<file path="config.mk">
export PLATFORM = sky130hd
export DESIGN_NAME = stereo_i2s_tx
export DESIGN_NICKNAME = d
export VERILOG_FILES = /design/src/rtl/stereo_i2s_tx_pkg.sv /design/src/rtl/i2s_clock_gen.sv /design/src/rtl/stereo_i2s_tx.sv
export SDC_FILE = /design/constraint.sdc
export NUM_CORES = 1
export LEC_CHECK = 0
export ABC_CLOCK_PERIOD_IN_PS = 6000
export CORE_AREA = 2 2 95 97
export DETAILED_ROUTE_END_ITERATION = 16
export DIE_AREA = 0 0 97 99
export PLACE_DENSITY = 0.93
export REMOVE_ABC_BUFFERS = 1
export SKIP_CTS_REPAIR_TIMING = 1
export SLEW_MARGIN = 5
export SYNTH_ARGS = -nofsm -noshare
export SYNTH_HDL_FRONTEND = slang
export SYNTH_SLANG_ARGS = --single-unit
</file>
<file path="constraint.sdc">
create_clock -name clk_in -period 6 [get_ports clk_in]
set_clock_uncertainty 0.1 [all_clocks]
set_input_delay 0.6 -clock clk_in [delete_from_list [all_inputs] [get_ports clk_in]]
set_output_delay 0.6 -clock clk_in [all_outputs]
set_load 0.03 [all_outputs]
</file>
<file path="src/rtl/stereo_i2s_tx_pkg.sv">
// rtl/stereo_i2s_tx_pkg.sv - shared widths, defaults and frame packing for the I2S transmitter
package stereo_i2s_tx_pkg;
  localparam int SAMPLE_W        = 16;
  localparam int FRAME_BITS      = 32;
  localparam int CNT_W           = 5;
  localparam int CLK_DIV_DEFAULT = 4;
  localparam int DIV_W           = 8;
  localparam int UCNT_W          = 8;

  function automatic logic [FRAME_BITS-1:0] pack_frame(input logic [SAMPLE_W-1:0] left,
                                                        input logic [SAMPLE_W-1:0] right);
    return {left, right};
  endfunction
endpackage

</file>
<file path="src/rtl/i2s_clock_gen.sv">
// rtl/i2s_clock_gen.sv - BCLK divider with a one-clk strobe in the cycle BCLK falls
module i2s_clock_gen
  import stereo_i2s_tx_pkg::*;
#(
  parameter int CLK_DIV = CLK_DIV_DEFAULT
) (
  input  logic clk_in,
  input  logic rst_n_in,
  output logic bclk,
  output logic fall_tick
);
  logic [DIV_W-1:0] div_q, div_d;
  logic             bclk_q, bclk_d;
  logic             term;

  assign term = (div_q == DIV_W'(CLK_DIV - 1));

  always_comb begin
    div_d  = term ? '0 : div_q + DIV_W'(1);
    bclk_d = term ? ~bclk_q : bclk_q;
  end

  always_ff @(posedge clk_in or negedge rst_n_in) begin
    if (!rst_n_in) begin
      div_q  <= '0;
      bclk_q <= 1'b0;
    end else begin
      div_q  <= div_d;
      bclk_q <= bclk_d;
    end
  end

  assign bclk      = bclk_q;
  assign fall_tick = term & bclk_q;
endmodule

</file>
<file path="src/rtl/stereo_i2s_tx.sv">
// rtl/stereo_i2s_tx.sv - stereo I2S transmitter with one-pair holding register and underrun repeat
module stereo_i2s_tx
  import stereo_i2s_tx_pkg::*;
#(
  parameter int CLK_DIV = CLK_DIV_DEFAULT
) (
  input  logic                clk_in,
  input  logic                rst_n_in,
  input  logic [SAMPLE_W-1:0] sample_l,
  input  logic [SAMPLE_W-1:0] sample_r,
  input  logic                sample_valid,
  output logic                sample_ready,
  output logic                i2s_bclk,
  output logic                i2s_lrclk,
  output logic                i2s_sdata,
  output logic                underrun,
  output logic [UCNT_W-1:0]   underrun_count
);
  logic                  fall_tick;
  logic [CNT_W-1:0]      bit_cnt_q, bit_cnt_d;
  logic [FRAME_BITS-1:0] shift_q, shift_d;
  logic [FRAME_BITS-1:0] frame_q, frame_d;
  logic [FRAME_BITS-1:0] hold_q, hold_d;
  logic                  full_q, full_d;
  logic                  ready_q;
  logic                  underrun_q, underrun_d;
  logic [UCNT_W-1:0]     ucnt_q, ucnt_d;
  logic                  accept;

  i2s_clock_gen #(.CLK_DIV(CLK_DIV)) u_clock_gen (
    .clk_in    (clk_in),
    .rst_n_in  (rst_n_in),
    .bclk      (i2s_bclk),
    .fall_tick (fall_tick)
  );

  assign accept = sample_valid & ready_q;

  always_comb begin
    bit_cnt_d  = bit_cnt_q;
    shift_d    = shift_q;
    frame_d    = frame_q;
    hold_d     = hold_q;
    full_d     = full_q;
    underrun_d = 1'b0;
    ucnt_d     = ucnt_q;
    if (fall_tick) begin
      bit_cnt_d = bit_cnt_q + CNT_W'(1);
      // The shift continues through bit_cnt 0 so the last R bit lands one BCLK after LRCLK falls.
      if (bit_cnt_q == '0) begin
        if (full_q) begin
          shift_d = hold_q;
          frame_d = hold_q;
          full_d  = 1'b0;
        end else begin
          shift_d    = frame_q;
          underrun_d = 1'b1;
          if (ucnt_q != '1) ucnt_d = ucnt_q + UCNT_W'(1);
        end
      end else begin
        shift_d = {shift_q[FRAME_BITS-2:0], 1'b0};
      end
    end
    // Accept only happens while empty, so it can never collide with a load from full.
    if (accept) begin
      hold_d = pack_frame(sample_l, sample_r);
      full_d = 1'b1;
    end
  end

  always_ff @(posedge clk_in or negedge rst_n_in) begin
    if (!rst_n_in) begin
      bit_cnt_q  <= '0;
      shift_q    <= '0;
      frame_q    <= '0;
      hold_q     <= '0;
      full_q     <= 1'b0;
      ready_q    <= 1'b0;
      underrun_q <= 1'b0;
      ucnt_q     <= '0;
    end else begin
      bit_cnt_q  <= bit_cnt_d;
      shift_q    <= shift_d;
      frame_q    <= frame_d;
      hold_q     <= hold_d;
      full_q     <= full_d;
      ready_q    <= ~full_d;
      underrun_q <= underrun_d;
      ucnt_q     <= ucnt_d;
    end
  end

  assign sample_ready   = ready_q;
  assign i2s_lrclk      = bit_cnt_q[CNT_W-1];
  assign i2s_sdata      = shift_q[FRAME_BITS-1];
  assign underrun       = underrun_q;
  assign underrun_count = ucnt_q;
endmodule

</file>
==> results of run 1 <==
-- worst paths after layout --
path                       cells after the start  slack [ns]                   end
hold / removal                                 1        0.35  u_clock_gen.div_q[0]
min in group asynchronous                      2        0.48            hold_q[25]
hold reg to reg                                1        0.35  u_clock_gen.div_q[0]
max in group asynchronous                      3        3.91     underrun_count[1]
setup reg to reg                               6        3.07            shift_q[3]
setup / recovery                               6        3.07            shift_q[3]
-- sequential cells by signal, summed over array words and instances, names as in the netlist --
register and cells:
sample_ready 1, u_clock_gen.bclk 1, u_clock_gen.div_q 8, frame_q 32, underrun 1, bit_cnt_q 5, full_q 1, shift_q 32
hold_q 32, underrun_count 8
-- synth_stat cells (4+ instances only) --
cell type                  number
sky130_fd_sc_hd__a221o_1        4
sky130_fd_sc_hd__ha_1           4
sky130_fd_sc_hd__nor2_1        37
sky130_fd_sc_hd__xnor2_1       11
sky130_fd_sc_hd__mux2_2        33
sky130_fd_sc_hd__a221o_2       26
sky130_fd_sc_hd__dfrtp_1      121
sky130_fd_sc_hd__clkbuf_1       8
sky130_fd_sc_hd__nand4_1        4
sky130_fd_sc_hd__a21o_1        30
sky130_fd_sc_hd__mux2i_1       32
sky130_fd_sc_hd__nand3_1        7
sky130_fd_sc_hd__nand2_1       10
sky130_fd_sc_hd__xor2_1         5
sky130_fd_sc_hd__buf_2          7
-- cells in the final DEF, fill, tap and decap left out, types with 3 or more instances in the layout --
| cell type | count |
|---|---|
| sky130_fd_sc_hd__a21o_1 | 30 |
| sky130_fd_sc_hd__a221o_1 | 4 |
| sky130_fd_sc_hd__a221o_2 | 26 |
| sky130_fd_sc_hd__buf_4 | 3 |
| sky130_fd_sc_hd__clkbuf_1 | 3 |
| sky130_fd_sc_hd__clkbuf_16 | 16 |
| sky130_fd_sc_hd__clkdlybuf4s50_1 | 46 |
| sky130_fd_sc_hd__clkinv_2 | 7 |
| sky130_fd_sc_hd__dfrtp_1 | 120 |
| sky130_fd_sc_hd__ha_1 | 4 |
| sky130_fd_sc_hd__inv_1 | 3 |
| sky130_fd_sc_hd__mux2_2 | 33 |
| sky130_fd_sc_hd__mux2i_1 | 32 |
| sky130_fd_sc_hd__nand2_1 | 10 |
| sky130_fd_sc_hd__nand3_1 | 7 |
| sky130_fd_sc_hd__nand4_1 | 4 |
| sky130_fd_sc_hd__nor2_1 | 37 |
| sky130_fd_sc_hd__xnor2_1 | 11 |
| sky130_fd_sc_hd__xor2_1 | 5 |
-- cells by family after synthesis --
group | count (synthesis) | synth area share
muxes | 67 | 0.1387
buffers and inverters | 23 | 0.02550
xor gates and xnor gates | 16 | 0.02720
and+or+nand+nor | 80 | 0.09543
DFF | 121 | 0.5877
adders and majority gates | 4 | 0.009714
AOI/OAI and AO/OA | 67 | 0.1158
-- critical path: cells and delay by family (launching register included) --
| family | cells | cell delay (ns) |
|---|---|---|
| compound gates | 1 | 0.16 |
| fa+ha+maj | 1 | 0.16 |
| buf+inv | 1 | 0.11 |
| flops | 1 | 0.40 |
| simple gates | 3 | 1.90 |
-- area by class of cell --
| cell class | instances | area, um2 |
|---|---|---|
| sequential | 121 | 3029 |
| timing repair buffer | 50 | 493.0 |
| clock inverter | 10 | 80.08 |
| multi-input combinational | 234 | 1993 |
| tap | 108 | 135.1 |
| fill | 557 | 2370 |
| clock buffer | 21 | 439.2 |
| inverter | 3 | 11.26 |
-- power by group --
group | internal (mW) | switching, mW | leakage (nW) | total [mW]
Clock | 0.551 | 0.344 | 0.257 | 0.895
Sequential | 0.897 | 0.0582 | 1.60 | 0.956
Combinational | 0.116 | 0.0659 | 1.37 | 0.182
Total | 1.56 | 0.468 | 3.22 | 2.03
-- per-stage QoR --
| stage | power (mW) | instance area [um2] | worst slack, ns | std cells | util |
|---|---|---|---|---|---|
| after floorplan | 1.073 | 5032 | 3.699 | 358 | - |
| after global placement | 1.139 | 5652 | 3.330 | 515 | 0.6610 |
| after detailed placement | 1.150 | 5652 | 3.114 | 515 | 0.6610 |
| after CTS | 2.049 | 6171 | 3.043 | 546 | 0.7217 |
| after global routing | 2.112 | 6181 | 2.766 | 547 | 0.7229 |
| final | 2.033 | 6181 | 3.071 | 547 | 0.7229 |
-- metal layers --
metal / track usage / vias up
met4: 0.09317 / 0
li1: - / 1469
met2: 0.3761 / 77
met3: 0.05816 / 13
met1: 0.2837 / 1668
met5: 0 / -
==> summary.log, run 1 <==
INFO  clocking       clock_tree.root_cell=sky130_fd_sc_hd__clkbuf_8
INFO  clocking       clock_buffer_count_from_cts=17
INFO  floorplan      placeableCoreArea=8551um2
INFO  critical_path  timing.critical_path.slowest_stage_cell=sky130_fd_sc_hd__nand3_2
INFO  power          total_power_per_unit_cell_area=328.9nW/um2
INFO  power          power.static_leakage=3.223nW
INFO  routing        drcViolationCount=0
INFO  routing        wl_met1=4283um
INFO  logic_synthesis ys_seq_elements=121
INFO  global_routing antenna_found_initial=0
INFO  logic_synthesis yosys_warnings=0
INFO  global_routing grtUsageTotal=0.2255
INFO  critical_path  critical_path_class=reg2reg
INFO  placement      gp_routability_congestion=0.7459
INFO  routing        detailedRoute.firstPassIterationCount=4
INFO  routing        routed_wire_length_per_instance=18.02um
INFO  floorplan      floorplan.die.height=99um
INFO  clocking       cts.sink_count=121
INFO  timing         finalSetupViolCount=0
INFO  clocking       bufs_on_longest_clock_path=2
INFO  cells_and_area layout-drive-gt1-share=0.2346
INFO  global_routing grt_max_degree=87
INFO  floorplan      design.die.area=9603um2
INFO  routing        postRouteWirelength=9857um
INFO  timing         final.setup.tns=0ns
INFO  cells_and_area area_growth_syn_to_layout=19.96%
INFO  routing        routed-wl-met2=5030um
INFO  floorplan      floorplan.initialDensity=0.6026
INFO  outcome        outcome=complete, no violations
INFO  floorplan      die_w=97um
INFO  timing         max_slew.worst_pin.slew=1.224ns
INFO  timing         rsz0062_at_grt=no
INFO  critical_path  crit_required=6.35ns
INFO  timing         relSlewSlack=0.1812
INFO  placement      dp.final_hpwl=5828um
INFO  global_routing first_pass_grt_wire_length=16,900um
INFO  timing         slew_viol_final=0
INFO  critical_path  timing.rr.start=bit_cnt_q[0]
INFO  power          worst_ir_drop_vdd=0.2001mV
INFO  critical_path  critPathMaxFanout=63
INFO  job            cap_viol_max_count=0
INFO  clocking       cts.htree.levels=4
INFO  floorplan      ios=48
INFO  routing        drt.antenna.violating_nets=0
INFO  routing        drt-vias-per-instance=5.899
INFO  logic_synthesis post_synth_main_area_contributors=sky130_fd_sc_hd__dfrtp_1 (59%), sky130_fd_sc_hd__mux2_2 (7.2%), sky130_fd_sc_hd__mux2i_1 (6.2%), sky130_fd_sc_hd__a221o_2 (5.7%), sky130_fd_sc_hd__a21o_1 (4.4%)
INFO  critical_path  list_of_cells_traversed_by_the_critical_path=inv_1 -> ha_1 -> nor4b_4 -> nand3_2 -> nor2_1 -> a221o_2
INFO  logic_synthesis synthDominantAreaCellType=sky130_fd_sc_hd__dfrtp_1
INFO  routing        route.met3.wl=407um
INFO  timing         fmaxAchievable=341.4MHz
INFO  routing        vias=3,227
INFO  logic_synthesis syn_area=5152um2
INFO  logic_synthesis synth.distinct_cells=42
INFO  logic_synthesis synthesis.area_per_instance=13.63um2
INFO  clocking       cts_tree=yes
INFO  timing         post-route-period-util=0.4882
INFO  timing         fin_worst_hold_slack=0.3513ns
INFO  clocking       cts.clk_slew.worst_paths=0.06ns
INFO  cells_and_area finalNetCount=466
INFO  routing        maxUsedRoutingLayer=met4
INFO  logic_synthesis synth_cells=378
INFO  floorplan      floorplan.rows=34
INFO  worst_hold_path worst_hold_startpoint=u_clock_gen.div_q[0]
INFO  logic_synthesis synth_top_area_share=0.5877
INFO  placement      io_buffer_count=47
INFO  critical_path  cp.arrival=3.28ns
INFO  logic_synthesis synth_sequential_area_ratio=0.5877
INFO  logic_synthesis ys_async_sr_fraction=1.000
INFO  cells_and_area n_antenna_cell=0
INFO  global_routing number_of_global_route_vias_before_repair=3,453
INFO  critical_path  slowest_delay=0.98ns
INFO  global_routing globalRouteOverflowTotal=0
INFO  logic_synthesis synth-main-ff-cell=sky130_fd_sc_hd__dfrtp_1
INFO  clocking       clk_latency=0.51ns
INFO  timing         timing.final.hold_violations=0
INFO  worst_hold_path worst_hold_path_type=reg2reg
INFO  routing        detailedRoute.firstIterationViolations=178
INFO  critical_path  startpoint_type=flop
INFO  logic_synthesis number_of_enable_flip_flop_cells_after_synthesis=0
INFO  critical_path  end_kind=flop
INFO  timing         layout_min_cycle_time=2.929ns
INFO  critical_path  timing.critical_path.from=bit_cnt_q[0]
No activity file was read; power rests on OpenSTA's default activity.
==> run 2, diff against run 1 <==
- ABC_CLOCK_PERIOD_IN_PS: 6000 -> 2400
- CORE_AREA: 2 2 95 97 -> 2 2 104 106
- DIE_AREA: 0 0 97 99 -> 0 0 106 108
- PLACE_DENSITY: 0.93 -> 0.84
- clock period: 6 -> 2.4 ns (I/O delays scaled with it)
==> summary.log, run 2 (synthesized netlist as in run 1, its figures left out) <==
INFO  routing        vias=3,252 [was 3,227]
INFO  routing        detailedRoute.firstPassIterationCount=5 [was 4]
INFO  timing         relSlewSlack=0.5544 [was 0.1812]
INFO  cells_and_area largest_registers=frame_q (32), hold_q (32), shift_q (32) [unchanged]
INFO  routing        drcViolationCount=0 [unchanged]
INFO  clocking       cts.sink_count=121 [unchanged]
INFO  routing        postRouteWirelength=9941um [was 9857 um]
INFO  floorplan      die_w=106um [was 97 um]
INFO  critical_path  cp.arrival=2.43ns [was 3.28 ns]
INFO  placement      io_buffer_count=47 [unchanged]
INFO  critical_path  end_kind=flop [unchanged]
INFO  floorplan      placeableCoreArea=10,230um2 [was 8551 um2]
INFO  routing        detailedRoute.firstIterationViolations=171 [was 178]
INFO  cells_and_area share_of_the_core_filled_with_cells_in_the_final_layout=0.6335 [was 0.7229]
INFO  outcome        outcome=complete, no violations [unchanged]
INFO  global_routing grtUsageMet2=0.3157 [was 0.3761]
INFO  critical_path  critical_path_class=reg2reg [unchanged]
INFO  critical_path  ff2ff_setup_slack=0.27ns [was 3.07 ns]
INFO  timing         timing.final.hold_violations=0 [unchanged]
INFO  floorplan      floorplan.die.height=108um [was 99 um]
INFO  global_routing top_usage_layer=met2 [unchanged]
INFO  floorplan      design.die.area=11,450um2 [was 9603 um2]
INFO  routing        drt-vias-per-instance=5.568 [was 5.899]
INFO  global_routing grt.met3_usage=0.05847 [was 0.05816]
INFO  timing         layout_min_cycle_time=2.130ns [was 2.929 ns]
INFO  clocking       clock_buffer_count_from_cts=17 [unchanged]
INFO  clocking       cts.clk_slew.worst_paths=0.06ns [about the same]
INFO  global_routing number_of_global_route_vias_before_repair=3,396 [was 3,453]
INFO  global_routing grtUsageTotal=0.1934 [was 0.2255]
INFO  cells_and_area layout.cells.most_common_list=sky130_fd_sc_hd__dfrtp_1 (120), sky130_fd_sc_hd__clkdlybuf4s50_1 (46), sky130_fd_sc_hd__nor2_1 (37) [unchanged]
INFO  timing         max_slew.worst_pin.slew=0.6633ns [was 1.224 ns]
INFO  floorplan      floorplan.initialDensity=0.5036 [was 0.6026]
INFO  cells_and_area layout.cells.non_filler=584 [was 547]
INFO  global_routing grt_max_degree=64 [was 87]
INFO  floorplan      floorplan.rows=37 [was 34]
INFO  clocking       bufs_on_longest_clock_path=2 [unchanged]
INFO  cells_and_area finalNetCount=474 [was 466]
INFO  job            cap_viol_max_count=0 [unchanged]
INFO  power          worst_ir_drop_vdd=0.5817mV [was 0.2001 mV]
INFO  timing         finalSetupViolCount=0 [unchanged]
INFO  routing        drt.antenna.violating_nets=0 [unchanged]
INFO  cells_and_area area_growth_syn_to_layout=25.79% [was 19.96%]
INFO  clocking       cts.htree.levels=4 [unchanged]
INFO  cells_and_area layout.filler_cells=755 [was 557]
INFO  clocking       clock_tree.root_cell=sky130_fd_sc_hd__clkbuf_8 [unchanged]
INFO  global_routing met1_usage=0.2478 [was 0.2837]
INFO  routing        routed_wire_length_per_instance=17.02um [was 18.02 um]
INFO  clocking       cts_tree=yes [unchanged]
INFO  critical_path  crit_required=2.70ns [was 6.35 ns]
INFO  timing         rsz0062_at_grt=no [unchanged]
INFO  power          power.static_leakage=3.350nW [was 3.223 nW]
INFO  critical_path  slowest_delay=0.40ns [was 0.98 ns]
INFO  critical_path  timing.critical_path.buf_inv=0 [was 1]
INFO  power          total_power=5.737mW [was 2.033 mW]
INFO  placement      gp_routability_congestion=0.7557 [was 0.7459]
INFO  critical_path  critical_path.top_delay_family=simple AND/OR/NAND/NOR gates [unchanged]
INFO  placement      placedCellCount=551 [was 515]
INFO  cells_and_area layout-drive-gt1-share=0.2567 [was 0.2346]
INFO  critical_path  critPathMaxFanout=7 [was 63]
INFO  clocking       clk_latency=0.51ns [about the same]
INFO  global_routing first_pass_grt_wire_length=17,020um [was 16,900 um]
INFO  cells_and_area mostFrequentLayoutCell=sky130_fd_sc_hd__dfrtp_1 [unchanged]
INFO  critical_path  list_of_cells_traversed_by_the_critical_path=ha_1 -> and4bb_2 -> nand4_1 -> nor2_1 -> mux2_2 [was inv_1 -> ha_1 -> nor4b_4 -> nand3_2 -> nor2_1 -> a221o_2]
INFO  timing         fmaxAchievable=469.4MHz [was 341.4 MHz]
INFO  power          total_power_per_unit_cell_area=885.2nW/um2 [was 328.9 nW/um2]
INFO  critical_path  startpoint_type=flop [unchanged]
INFO  timing         final.setup.tns=0ns [unchanged]
INFO  cells_and_area n_antenna_cell=0 [unchanged]
INFO  worst_hold_path worst_hold_path_type=in2async [was reg2reg]
INFO  critical_path  timing.critical_path.slowest_stage_cell=sky130_fd_sc_hd__dfrtp_1 [was sky130_fd_sc_hd__nand3_2]
INFO  timing         slew_viol_final=0 [unchanged]
INFO  global_routing globalRouteOverflowTotal=0 [unchanged]
INFO  placement      dp.final_hpwl=6018um [was 5828 um]
INFO  floorplan      ios=48 [unchanged]
INFO  global_routing antenna_found_initial=0 [unchanged]
INFO  timing         post-route-period-util=0.8876 [was 0.4882]
## run 2: final cells by class
class	instances	area (um2)	area share
clock buffer	20	455.4	0.07027
clock inverter	12	219.0	0.03378
inverter	3	11.26	0.001737
multi-input combinational	234	1993	0.3075
sequential	121	3029	0.4674
tap	136	170.2	0.02625
timing repair buffer	58	603.1	0.09305
## run 2: stage by stage
stage          hold slack (ns)  area (um2)  setup WS, ns
6_report                0.1081        6481        0.2697
3_5_place_dp            0.1110        5797        0.3556
5_1_grt                 0.1433        6481        0.1230
4_1_cts                -0.4330        6471        0.2743
3_3_place_gp            0.1091        5797        0.4747
2_1_floorplan          -0.1556        5032       0.09926
## run 2: power by group
part | internal, mW | switching (mW)
sequential | 2.24 | 0.133
clock | 1.97 | 0.901
combinational | 0.299 | 0.186
## run 2: final timing paths
path,startpoint,endpoint,depth (start not counted)
worst max-delay path,u_clock_gen.div_q[0],underrun_count[1],5
worst min-delay path,rst_n_in,bit_cnt_q[2],2
worst max register to register,u_clock_gen.div_q[0],underrun_count[1],5
worst min register to register,frame_q[23],frame_q[23],1
max in group asynchronous,rst_n_in,frame_q[26],3
min in group clk_in,sample_r[5],hold_q[5],2
## run 2: routing by layer
metal / share of wire / vias up
met1: 0.45 / 1676
met4: 0.016 / 0
met3: 0.033 / 16
met2: 0.51 / 57
met5: 0 / -
li1: - / 1503
## run 2: worst register-to-register path: stages, from the launching register on
cell                       delay (ns)
sky130_fd_sc_hd__dfrtp_1         0.40
sky130_fd_sc_hd__ha_1            0.36
sky130_fd_sc_hd__and4bb_2        0.34
sky130_fd_sc_hd__nand4_1         0.21
sky130_fd_sc_hd__nor2_1          0.25
sky130_fd_sc_hd__mux2_2          0.36
==> run 3, diff against run 2 <==
- CORE_AREA: 2 2 104 106 -> 2 2 116 95
- DIE_AREA: 0 0 106 108 -> 0 0 118 97
==> summary.log, run 3 (synthesized netlist as in run 1, its figures left out) <==
INFO  cells_and_area layout.filler_cells=777 [was 755]
INFO  routing        drcViolationCount=0 [unchanged]
INFO  global_routing globalRouteOverflowTotal=0 [unchanged]
INFO  clocking       cts.htree.levels=4 [unchanged]
INFO  placement      placedCellCount=554 [was 551]
INFO  placement      io_buffer_count=47 [unchanged]
INFO  routing        vias=3,219 [was 3,252]
INFO  floorplan      placeableCoreArea=10,200um2 [was 10,230 um2]
INFO  timing         rsz0062_at_grt=no [unchanged]
INFO  routing        postRouteWirelength=9905um [was 9941 um]
INFO  timing         layout_min_cycle_time=2.118ns [was 2.130 ns]
INFO  timing         final.setup.tns=0ns [unchanged]
INFO  critical_path  end_kind=flop [unchanged]
INFO  power          total_power_per_unit_cell_area=833.2nW/um2 [was 885.2 nW/um2]
INFO  timing         finalSetupViolCount=0 [unchanged]
INFO  timing         post-route-period-util=0.8827 [was 0.8876]
INFO  power          power.share.combinational=0.092 [was 0.085]
INFO  placement      gp_routability_congestion=0.7661 [was 0.7557]
INFO  routing        routed_wire_length_per_instance=16.90um [was 17.02 um]
INFO  global_routing grt_max_degree=64 [unchanged]
INFO  cells_and_area n_antenna_cell=0 [unchanged]
INFO  floorplan      ios=48 [unchanged]
INFO  timing         max_slew.worst_pin.slew=0.6790ns [was 0.6633 ns]
INFO  power          worst_ir_drop_vdd=0.4652mV [was 0.5817 mV]
INFO  global_routing number_of_global_route_vias_before_repair=3,480 [was 3,396]
INFO  cells_and_area mostFrequentLayoutCell=sky130_fd_sc_hd__dfrtp_1 [unchanged]
INFO  floorplan      design.die.area=11,450um2 [about the same]
INFO  cells_and_area layout-drive-gt1-share=0.2466 [was 0.2567]
INFO  clocking       clock_buffer_count_from_cts=17 [unchanged]
INFO  floorplan      floorplan.die.height=97um [was 108 um]
INFO  global_routing grtUsageTotal=0.1891 [was 0.1934]
INFO  job            cap_viol_max_count=0 [unchanged]
INFO  power          clockPowerShare=0.462 [was 0.501]
INFO  timing         fmaxAchievable=472.0MHz [was 469.4 MHz]
INFO  power          netSwitchingFraction=0.2205 [was 0.2125]
INFO  placement      dp.final_hpwl=5947um [was 6018 um]
INFO  routing        drt-vias-per-instance=5.493 [was 5.568]
INFO  critical_path  cp.arrival=2.30ns [was 2.43 ns]
INFO  floorplan      floorplan.rows=33 [was 37]
INFO  power          power.internal=4.143mW [was 4.518 mW]
INFO  clocking       clock_tree.root_cell=sky130_fd_sc_hd__clkbuf_16 [was sky130_fd_sc_hd__clkbuf_8]
INFO  worst_hold_path worst_hold_path_type=in2async [unchanged]
INFO  outcome        outcome=complete, no violations [unchanged]
INFO  power          total_power=5.315mW [was 5.737 mW]
INFO  critical_path  crit_required=2.58ns [was 2.70 ns]
INFO  cells_and_area share_of_the_core_filled_with_cells_in_the_final_layout=0.6254 [was 0.6335]
INFO  clocking       cts.clk_slew.worst_paths=0.05ns [was 0.06 ns]
INFO  power          power.static_leakage=3.305nW [was 3.350 nW]
INFO  cells_and_area ff_latch_area=3029um2 [unchanged]
INFO  routing        detailedRoute.firstIterationViolations=184 [was 171]
INFO  clocking       cts.sink_count=121 [unchanged]
INFO  floorplan      floorplan.initialDensity=0.5052 [was 0.5036]
INFO  cells_and_area layout.cells.non_filler=586 [was 584]
INFO  clocking       bufs_on_longest_clock_path=2 [unchanged]
INFO  timing         fin_worst_hold_slack=0.2844ns [was 0.1081 ns]
INFO  timing         timing.final.hold_violations=0 [unchanged]
INFO  power          switching_component_of_the_power=1.172mW [was 1.219 mW]
INFO  timing         relSlewSlack=0.5439 [was 0.5544]
INFO  critical_path  critical_path_class=reg2reg [unchanged]
INFO  timing         slew_viol_final=0 [unchanged]
INFO  cells_and_area multi_input_area=1993um2 [unchanged]
INFO  cells_and_area area_growth_syn_to_layout=23.80% [was 25.79%]
INFO  cells_and_area layout.cells.most_common_list=sky130_fd_sc_hd__dfrtp_1 (120), sky130_fd_sc_hd__clkdlybuf4s50_1 (46), sky130_fd_sc_hd__nor2_1 (37) [unchanged]
INFO  critical_path  startpoint_type=flop [unchanged]
INFO  critical_path  critPathMaxFanout=7 [unchanged]
INFO  power          sequential_power_share=0.446 [was 0.414]
INFO  global_routing antenna_found_initial=0 [unchanged]
INFO  floorplan      die_w=118um [was 106 um]
INFO  clocking       clk_latency=0.40ns [was 0.51 ns]
INFO  global_routing first_pass_grt_wire_length=17,190um [was 17,020 um]
INFO  routing        drt.antenna.violating_nets=0 [unchanged]
INFO  cells_and_area finalNetCount=473 [was 474]
INFO  routing        detailedRoute.firstPassIterationCount=5 [unchanged]
INFO  clocking       cts_tree=yes [unchanged]
INFO  cells_and_area largest_registers=frame_q (32), hold_q (32), shift_q (32) [unchanged]
[run 3: cell types whose count changed in the layout (fill, tap and decap cells not counted), sizes merged]
cell | before | now
bufinv | 6 | 2
clkbuf | 20 | 23
buf | 11 | 10
clkinvlp | 2 | 1
clkinv | 4 | 5
[run 3: worst paths after layout]
| kind | slack [ns] | to | startpoint | cells past startpoint |
|---|---|---|---|---|
| worst max-delay path | 0.28 | underrun_count[1] | u_clock_gen.div_q[0] | 5 |
| worst min-delay path | 0.28 | hold_q[25] | rst_n_in | 2 |
| worst max register to register | 0.28 | underrun_count[1] | u_clock_gen.div_q[0] | 5 |
| worst min register to register | 0.37 | frame_q[7] | frame_q[7] | 1 |
| max in group asynchronous | 1.18 | frame_q[8] | rst_n_in | 3 |
| min in group clk_in | 0.34 | hold_q[2] | sample_r[2] | 2 |
[run 3: layer usage]
layer  vias to the layer above  global-route usage  part of all wire
li1                       1498                   -                 -
met1                      1628              0.2553              0.47
met2                        81              0.2822              0.46
met3                        12             0.07017             0.055
met4                         0             0.06580             0.013
met5                         -                   0                 0
[run 3: final cells by class]
| class | instances | share of cell area |
|---|---|---|
| Clock buffer | 23 | 0.07493 |
| Clock inverter | 8 | 0.01510 |
| Tap cell | 140 | 0.02746 |
| Sequential cell | 121 | 0.4749 |
| Timing Repair Buffer | 57 | 0.09337 |
| Inverter | 3 | 0.001765 |
| Multi-Input combinational cell | 234 | 0.3125 |
[run 3: power by group through the flow]
stage / clock, mW / sequential [mW] / combinational [mW]
3_5_place_dp: 0 / 2.40 / 0.486
5_1_grt: 2.59 / 2.40 / 0.540
3_3_place_gp: 0 / 2.40 / 0.468
4_1_cts: 2.49 / 2.38 / 0.495
6_report: 2.46 / 2.37 / 0.486
2_1_floorplan: 0 / 2.37 / 0.317
[run 3: metrics by stage]
stage / setup slack (ns) / instance area, um2
after CTS: 0.2681 / 6369
after floorplan: 0.09926 / 5032
final: 0.2816 / 6379
after global routing: 0.1556 / 6379
after global placement: 0.4474 / 5794
after detailed placement: 0.3369 / 5794
[run 3: critical path, stage by stage (launching register included)]
cell and delay, ns:
sky130_fd_sc_hd__dfrtp_1 0.39, sky130_fd_sc_hd__ha_1 0.35, sky130_fd_sc_hd__and4bb_2 0.33, sky130_fd_sc_hd__nand4_1 0.22, sky130_fd_sc_hd__nor2_1 0.24, sky130_fd_sc_hd__mux2_2 0.35
